## src/rtl/ifetch_queue.sv

```systemverilog
// Instruction fetch stage: PC generation, 1-cycle synchronous imem reads and a
// DEPTH-entry instruction queue presented to decode over valid/ready.
module ifetch_queue #(
   parameter int PC_W = 16,
   parameter int ADDR_W = 14,
   parameter int DATA_W = 32,
   parameter int J_W = 26,
   parameter int B_W = 16,
   parameter int DEPTH = 2,
   parameter logic [PC_W-1:0] RESET_PC = {PC_W{1'b0}}
) (
   input  logic              clk_i,
   input  logic              rst_n_i,
   input  logic              run_i,
   input  logic              restart_i,
   input  logic              j_valid_i,
   input  logic [J_W-1:0]    j_addr_i,
   input  logic              b_valid_i,
   input  logic [B_W-1:0]    b_off_i,
   input  logic [PC_W-1:0]   redir_pc_i,
   output logic              imem_en_o,
   output logic [ADDR_W-1:0] imem_addr_o,
   input  logic [DATA_W-1:0] imem_rdata_i,
   output logic              instr_valid_o,
   input  logic              instr_ready_i,
   output logic [DATA_W-1:0] instr_o,
   output logic [PC_W-1:0]   instr_pc_o,
   output logic [PC_W-1:0]   pc_plus1_o,
   output logic              range_err_o
);

   localparam int CW = $clog2(DEPTH + 1) + 1;

   logic [PC_W-1:0]   pc_q, pc_d;
   logic              live_q, live_d;
   logic              epoch_q, epoch_d;
   logic              inflight_q, inflight_d;
   logic              tag_epoch_q, tag_epoch_d;
   logic [PC_W-1:0]   tag_pc_q, tag_pc_d;
   logic [CW-1:0]     cnt_q, cnt_d;
   logic              valid_q, valid_d;
   logic [DATA_W-1:0] dat_q [DEPTH];
   logic [DATA_W-1:0] dat_d [DEPTH];
   logic [PC_W-1:0]   epc_q [DEPTH];
   logic [PC_W-1:0]   epc_d [DEPTH];
   logic [PC_W-1:0]   pp1_q, pp1_d;

   logic              redir_s, pop_s, room_s, over_s, try_s, issue_s, trap_s, push_s;
   logic [CW-1:0]     occ_s, widx_s;
   logic [PC_W-1:0]   boff_s;

   // Issue / trap / return decisions for the current cycle
   always_comb begin
      redir_s = restart_i | j_valid_i | b_valid_i;
      pop_s   = valid_q & instr_ready_i;
      // in-flight read is counted against capacity so it always has a slot
      occ_s   = cnt_q + CW'(inflight_q) - CW'(pop_s);
      room_s  = (occ_s < CW'(DEPTH));
      over_s  = |(pc_q >> ADDR_W);
      try_s   = live_q & run_i & ~redir_s & room_s;
      issue_s = try_s & ~over_s;
      trap_s  = try_s & over_s;
      push_s  = inflight_q & (tag_epoch_q == epoch_q) & ~redir_s;
      boff_s  = PC_W'($signed(b_off_i));
   end

   // PC, epoch and in-flight tag next state
   always_comb begin
      live_d      = 1'b1;
      epoch_d     = epoch_q ^ redir_s;
      inflight_d  = issue_s;
      tag_pc_d    = issue_s ? pc_q : tag_pc_q;
      tag_epoch_d = issue_s ? epoch_q : tag_epoch_q;
      if (restart_i) begin
         pc_d = RESET_PC;
      end else if (j_valid_i) begin
         pc_d = PC_W'(j_addr_i);
      end else if (b_valid_i) begin
         pc_d = redir_pc_i + PC_W'(1'b1) + boff_s;
      end else if (trap_s) begin
         pc_d = RESET_PC;
      end else if (issue_s) begin
         pc_d = pc_q + PC_W'(1'b1);
      end else begin
         pc_d = pc_q;
      end
   end

   // Shift-style queue: entry 0 is always the head, so outputs come straight from flops
   always_comb begin
      for (int i = 0; i < DEPTH; i++) begin
         dat_d[i] = dat_q[i];
         epc_d[i] = epc_q[i];
      end
      for (int i = 0; i < DEPTH - 1; i++) begin
         dat_d[i] = pop_s ? dat_q[i+1] : dat_q[i];
         epc_d[i] = pop_s ? epc_q[i+1] : epc_q[i];
      end
      widx_s = cnt_q - CW'(pop_s);
      for (int i = 0; i < DEPTH; i++) begin
         dat_d[i] = (push_s && (widx_s == CW'(i))) ? imem_rdata_i : dat_d[i];
         epc_d[i] = (push_s && (widx_s == CW'(i))) ? tag_pc_q : epc_d[i];
      end
      cnt_d   = redir_s ? {CW{1'b0}} : (cnt_q + CW'(push_s) - CW'(pop_s));
      valid_d = (cnt_d != {CW{1'b0}});
      pp1_d   = epc_d[0] + PC_W'(1'b1);
   end

   // State registers
   always_ff @(posedge clk_i or negedge rst_n_i) begin
      if (!rst_n_i) begin
         pc_q        <= RESET_PC;
         live_q      <= 1'b0;
         epoch_q     <= 1'b0;
         inflight_q  <= 1'b0;
         tag_epoch_q <= 1'b0;
         tag_pc_q    <= {PC_W{1'b0}};
         cnt_q       <= {CW{1'b0}};
         valid_q     <= 1'b0;
         pp1_q       <= {PC_W{1'b0}};
         for (int i = 0; i < DEPTH; i++) begin
            dat_q[i] <= {DATA_W{1'b0}};
            epc_q[i] <= {PC_W{1'b0}};
         end
      end else begin
         pc_q        <= pc_d;
         live_q      <= live_d;
         epoch_q     <= epoch_d;
         inflight_q  <= inflight_d;
         tag_epoch_q <= tag_epoch_d;
         tag_pc_q    <= tag_pc_d;
         cnt_q       <= cnt_d;
         valid_q     <= valid_d;
         pp1_q       <= pp1_d;
         for (int i = 0; i < DEPTH; i++) begin
            dat_q[i] <= dat_d[i];
            epc_q[i] <= epc_d[i];
         end
      end
   end

   assign imem_en_o     = issue_s;
   assign imem_addr_o   = issue_s ? pc_q[ADDR_W-1:0] : {ADDR_W{1'b0}};
   assign range_err_o   = trap_s;
   assign instr_valid_o = valid_q;
   assign instr_o       = dat_q[0];
   assign instr_pc_o    = epc_q[0];
   assign pc_plus1_o    = pp1_q;

endmodule

```

## config.mk

```make
export PLATFORM = sky130hd
export DESIGN_NAME = ifetch_queue
export DESIGN_NICKNAME = d
export VERILOG_FILES = /design/src/rtl/ifetch_queue.sv
export SDC_FILE = /design/constraint.sdc
export NUM_CORES = 1
export LEC_CHECK = 0
export CORE_AREA = 2 2 144 118
export CTS_BUF_LIST = sky130_fd_sc_hd__clkbuf_16
export DETAILED_ROUTE_END_ITERATION = 6
export DIE_AREA = 0 0 146 120
export GPL_TIMING_DRIVEN = 0
export PLACE_DENSITY = 0.81
export SYNTH_ARGS = -nofsm -noshare
export SYNTH_HDL_FRONTEND = slang
export SYNTH_SLANG_ARGS = --single-unit
```

## constraint.sdc

```tcl
create_clock -name clk_i -period 6 [get_ports clk_i]
set_input_delay 1.2 -clock clk_i [delete_from_list [all_inputs] [get_ports clk_i]]
set_output_delay 1.2 -clock clk_i [all_outputs]
set_load 0.01 [all_outputs]
```

==> impl_metrics.py <==
metrics = {
    "timing": {
        "hold_viol": 0,
        "maxSlewViolCount": 0,
        "setup_violations": 0,
        "tns_ns": 0,
        "setup_slack_ns": 0.164,
        "fin_crit_ns": 5.84,
        "max-slew-margin-rel_pct": 49.4,
        "worstMarginPinSlew_ns": 0.759,
        "finClkSkew_ns": 0.00847,
        "fin_hold_ws_ns": 0.505,
        "fmax_mhz": 171,
        "rsz0062_at_grt": "false",
        "period_share_pct": 97.3,
    },
    "drt": {
        "vias_per_cell": 5.50,
        "dr.pass1.iters": 7,
        "initialDrtViolationCount": 663,
        "ant_nets": 0,
        "drc": 0,
        "via_count": 6616,
        "wire_per_inst_um": 17.2,
        "wl_um": 20700,
    },
    "place": {
        "post-place-cells": 1170,
        "placed_area_um2": 10200,
        "hpwl_um": 14800,
        "port_buffers": 166,
        "pre_cts_slack_ns": -1.41,
        "gp_congestion": 0.878,
    },
    "layout": {
        "stdcell_area_um2": 10900,
        "fin_nets": 1092,
        "syn_to_final_growth_pct": 31.7,
        "n_fill_cell": 1245,
        "diodes": 0,
        "post-route-util_pct": 67.3,
        "layout-drive-gt1-share_pct": 18.3,
        "final_cells": 1204,
    },
    "power_and_ir_drop": {
        "power_density_nw_per_um2": 238,
        "max-vdd-ir-drop_v": 0.000153,
        "cellLeakagePower_nw": 5.28,
        "power_mw": 2.59,
    },
    "synthesis": {
        "syn_avg_cell_area_um2": 10.6,
        "yosys_warnings": 0,
        "seq_area_frac_synth_pct": 46.0,
        "post-synth-top-count-cell": "dfrtp_1",
        "synth-edff-count": 0,
        "ys.flop_type": "dfrtp_1",
        "yosysTopAreaCell": "dfrtp_1",
        "synth_top_area_share_pct": 46.0,
        "synth_common_cells": "dfrtp_1, nand2_1, mux2_2",
        "synthArstFlopShare_pct": 100,
        "yosys_register_bits": 152,
        "netlist_area_um2": 8270,
        "synth_cells": 783,
        "synthTopCellsByArea": "dfrtp_1, mux2_2, mux2i_1, buf_4, o21ai_0",
        "synthesis.nets": 903,
        "yosys.cell_types.count": 67,
    },
    "critical_path": {
        "crit_required_ns": 4.80,
        "path_max_fanout": 19,
        "worstSetupPathType": "primary input to primary output",
        "worstReg2RegStart": "instr_valid_o",
        "crit_path_start_kind": "primary input",
        "critPathLaunch": "instr_ready_i",
        "arrival_ns": 4.64,
        "worstSetupEndpointType": "primary output",
    },
    "global_route": {
        "grtUsageTotal_pct": 24.3,
        "grt_first_pass_wirelength_um": 33400,
        "grt_pass1_vias": 6443,
        "grt.overflow.total": 0,
        "grt_start_max_net_pins": 85,
        "antenna_found_initial": 0,
    },
    "floorplanning": {
        "die_y_um": 120,
        "start_util_pct": 51.1,
        "die_w_um": 146,
        "rows": 42,
        "dieArea_um2": 17500,
        "coreArea_um2": 16200,
        "pin_count": 178,
    },
    "clock_tree": {
        "clk_pin_slew_worst_paths_ns": 0.06,
        "clockBufferDepth": 2,
        "h-tree-depth": 4,
        "cts_tree": "done",
        "clk_latency_ns": 0.42,
        "cts.sinks": 152,
        "cts_root_buf": "clkbuf_16",
        "cts_buffers": 17,
    },
    "worst_hold_path": {
        "hp-class": "flip-flop to flip-flop",
        "hp-start": "dat_q[1]",
    },
    "run": {
        "maxCapViolCount": 0,
    },
    "run_status": {
        "outcome": "complete, no violations",
    },
}
-- layer usage --
| metal | up-vias | wire length [µm] | global-route usage [%] |
|---|---|---|---|
| met5 | - | 0 | 0 |
| met1 | 3205 | 9140 | 33.7 |
| met2 | 287 | 9640 | 37.6 |
| met3 | 33 | 1530 | 5.86 |
| met4 | 0 | 389 | 8.19 |
| li1 | 3091 | - | - |
-- area by class of cell --
type	count	area, µm²	area share [%]
Tap cell	220	275	2.53
Timing Repair Buffer	172	1740	16.0
Clock buffer	17	425	3.91
Sequential cell	152	3800	34.9
Clock inverter	14	141	1.30
Buffer	87	566	5.19
Multi-Input combinational cell	527	3880	35.6
Inverter	15	56.3	0.517
-- power breakdown --
group / total (mW) / switching (mW) / internal (mW)
Combinational: 0.405 / 0.185 / 0.220
Sequential: 1.15 / 0.0634 / 1.09
Clock: 1.04 / 0.398 / 0.639
-- sequential cells by signal, indices dropped and copies added, names as in the netlist --
signal,count
epc_q,16
live_q,1
tag_epoch_q,1
pc_plus1_o,16
instr_o,32
cnt_q,3
pc_q,16
instr_valid_o,1
inflight_q,1
epoch_q,1
instr_pc_o,16
tag_pc_q,16
dat_q,32
-- critical path: stages --
cell and delay [ns]:
clkdlybuf4s50_1 0.55, nand2_4 0.18, buf_6 0.19, buf_12 0.20, nor2_1 0.08, fa_1 0.52, nand3_1 0.14, nor2_2 0.21
and3_2 0.30, clkbuf_4 0.25, and2_1 0.22, clkdlybuf4s50_1 0.57
-- path summary, 6_finish.rpt --
| path | endpoint | slack, ns | cells after the start |
|---|---|---|---|
| worst min register to register | dat_q[1] | 0.51 | 1 |
| worst min-delay path | dat_q[1] | 0.51 | 1 |
| worst max-delay path | imem_addr_o[0] | 0.16 | 12 |
| max in group asynchronous | instr_valid_o | 4.39 | 2 |
| worst max register to register | pc_plus1_o[8] | 1.59 | 18 |
| min in group asynchronous | pc_plus1_o[14] | 0.77 | 1 |
-- logic make-up after synthesis --
kind of cell / Yosys count / synth area share [%]
other: 1 / 0.0454
buffers and inverters: 104 / 7.30
AO/OA/AOI/OAI: 147 / 11.4
XOR/XNOR: 44 / 4.94
AND/OR/NAND/NOR: 199 / 11.9
flip-flops: 152 / 46.0
multiplexers: 113 / 14.7
adder cells (fa/ha/maj): 23 / 3.75
-- timing repair --
action / CTS / global route
resized for setup: 10 / 3
hold endpoints to repair: 0 / 0
setup endpoints to repair: 21 / 13
buffers inserted: 4 / 1
hold buffers: 0 / 0
pin swaps: 1 / 1
-- placed cells by master (no fill, tap or decap), types with 5 or more instances in the layout --
cell type / count
a31oi_1: 7
xor2_1: 14
and3_1: 6
ha_1: 20
nand3_1: 13
mux2i_1: 47
nand4_1: 8
a21oi_1: 20
nor2_1: 37
o31ai_1: 7
inv_1: 17
clkbuf_1: 17
nor3_1: 12
clkbuf_16: 17
clkdlybuf4s50_1: 165
o21ai_0: 63
a221oi_1: 5
dfrtp_1: 152
a21o_1: 13
buf_2: 12
buf_4: 52
mux2_2: 66
and2_1: 16
xnor2_1: 28
nand2_1: 82
Note: power is estimated with default switching activity, not from simulation.
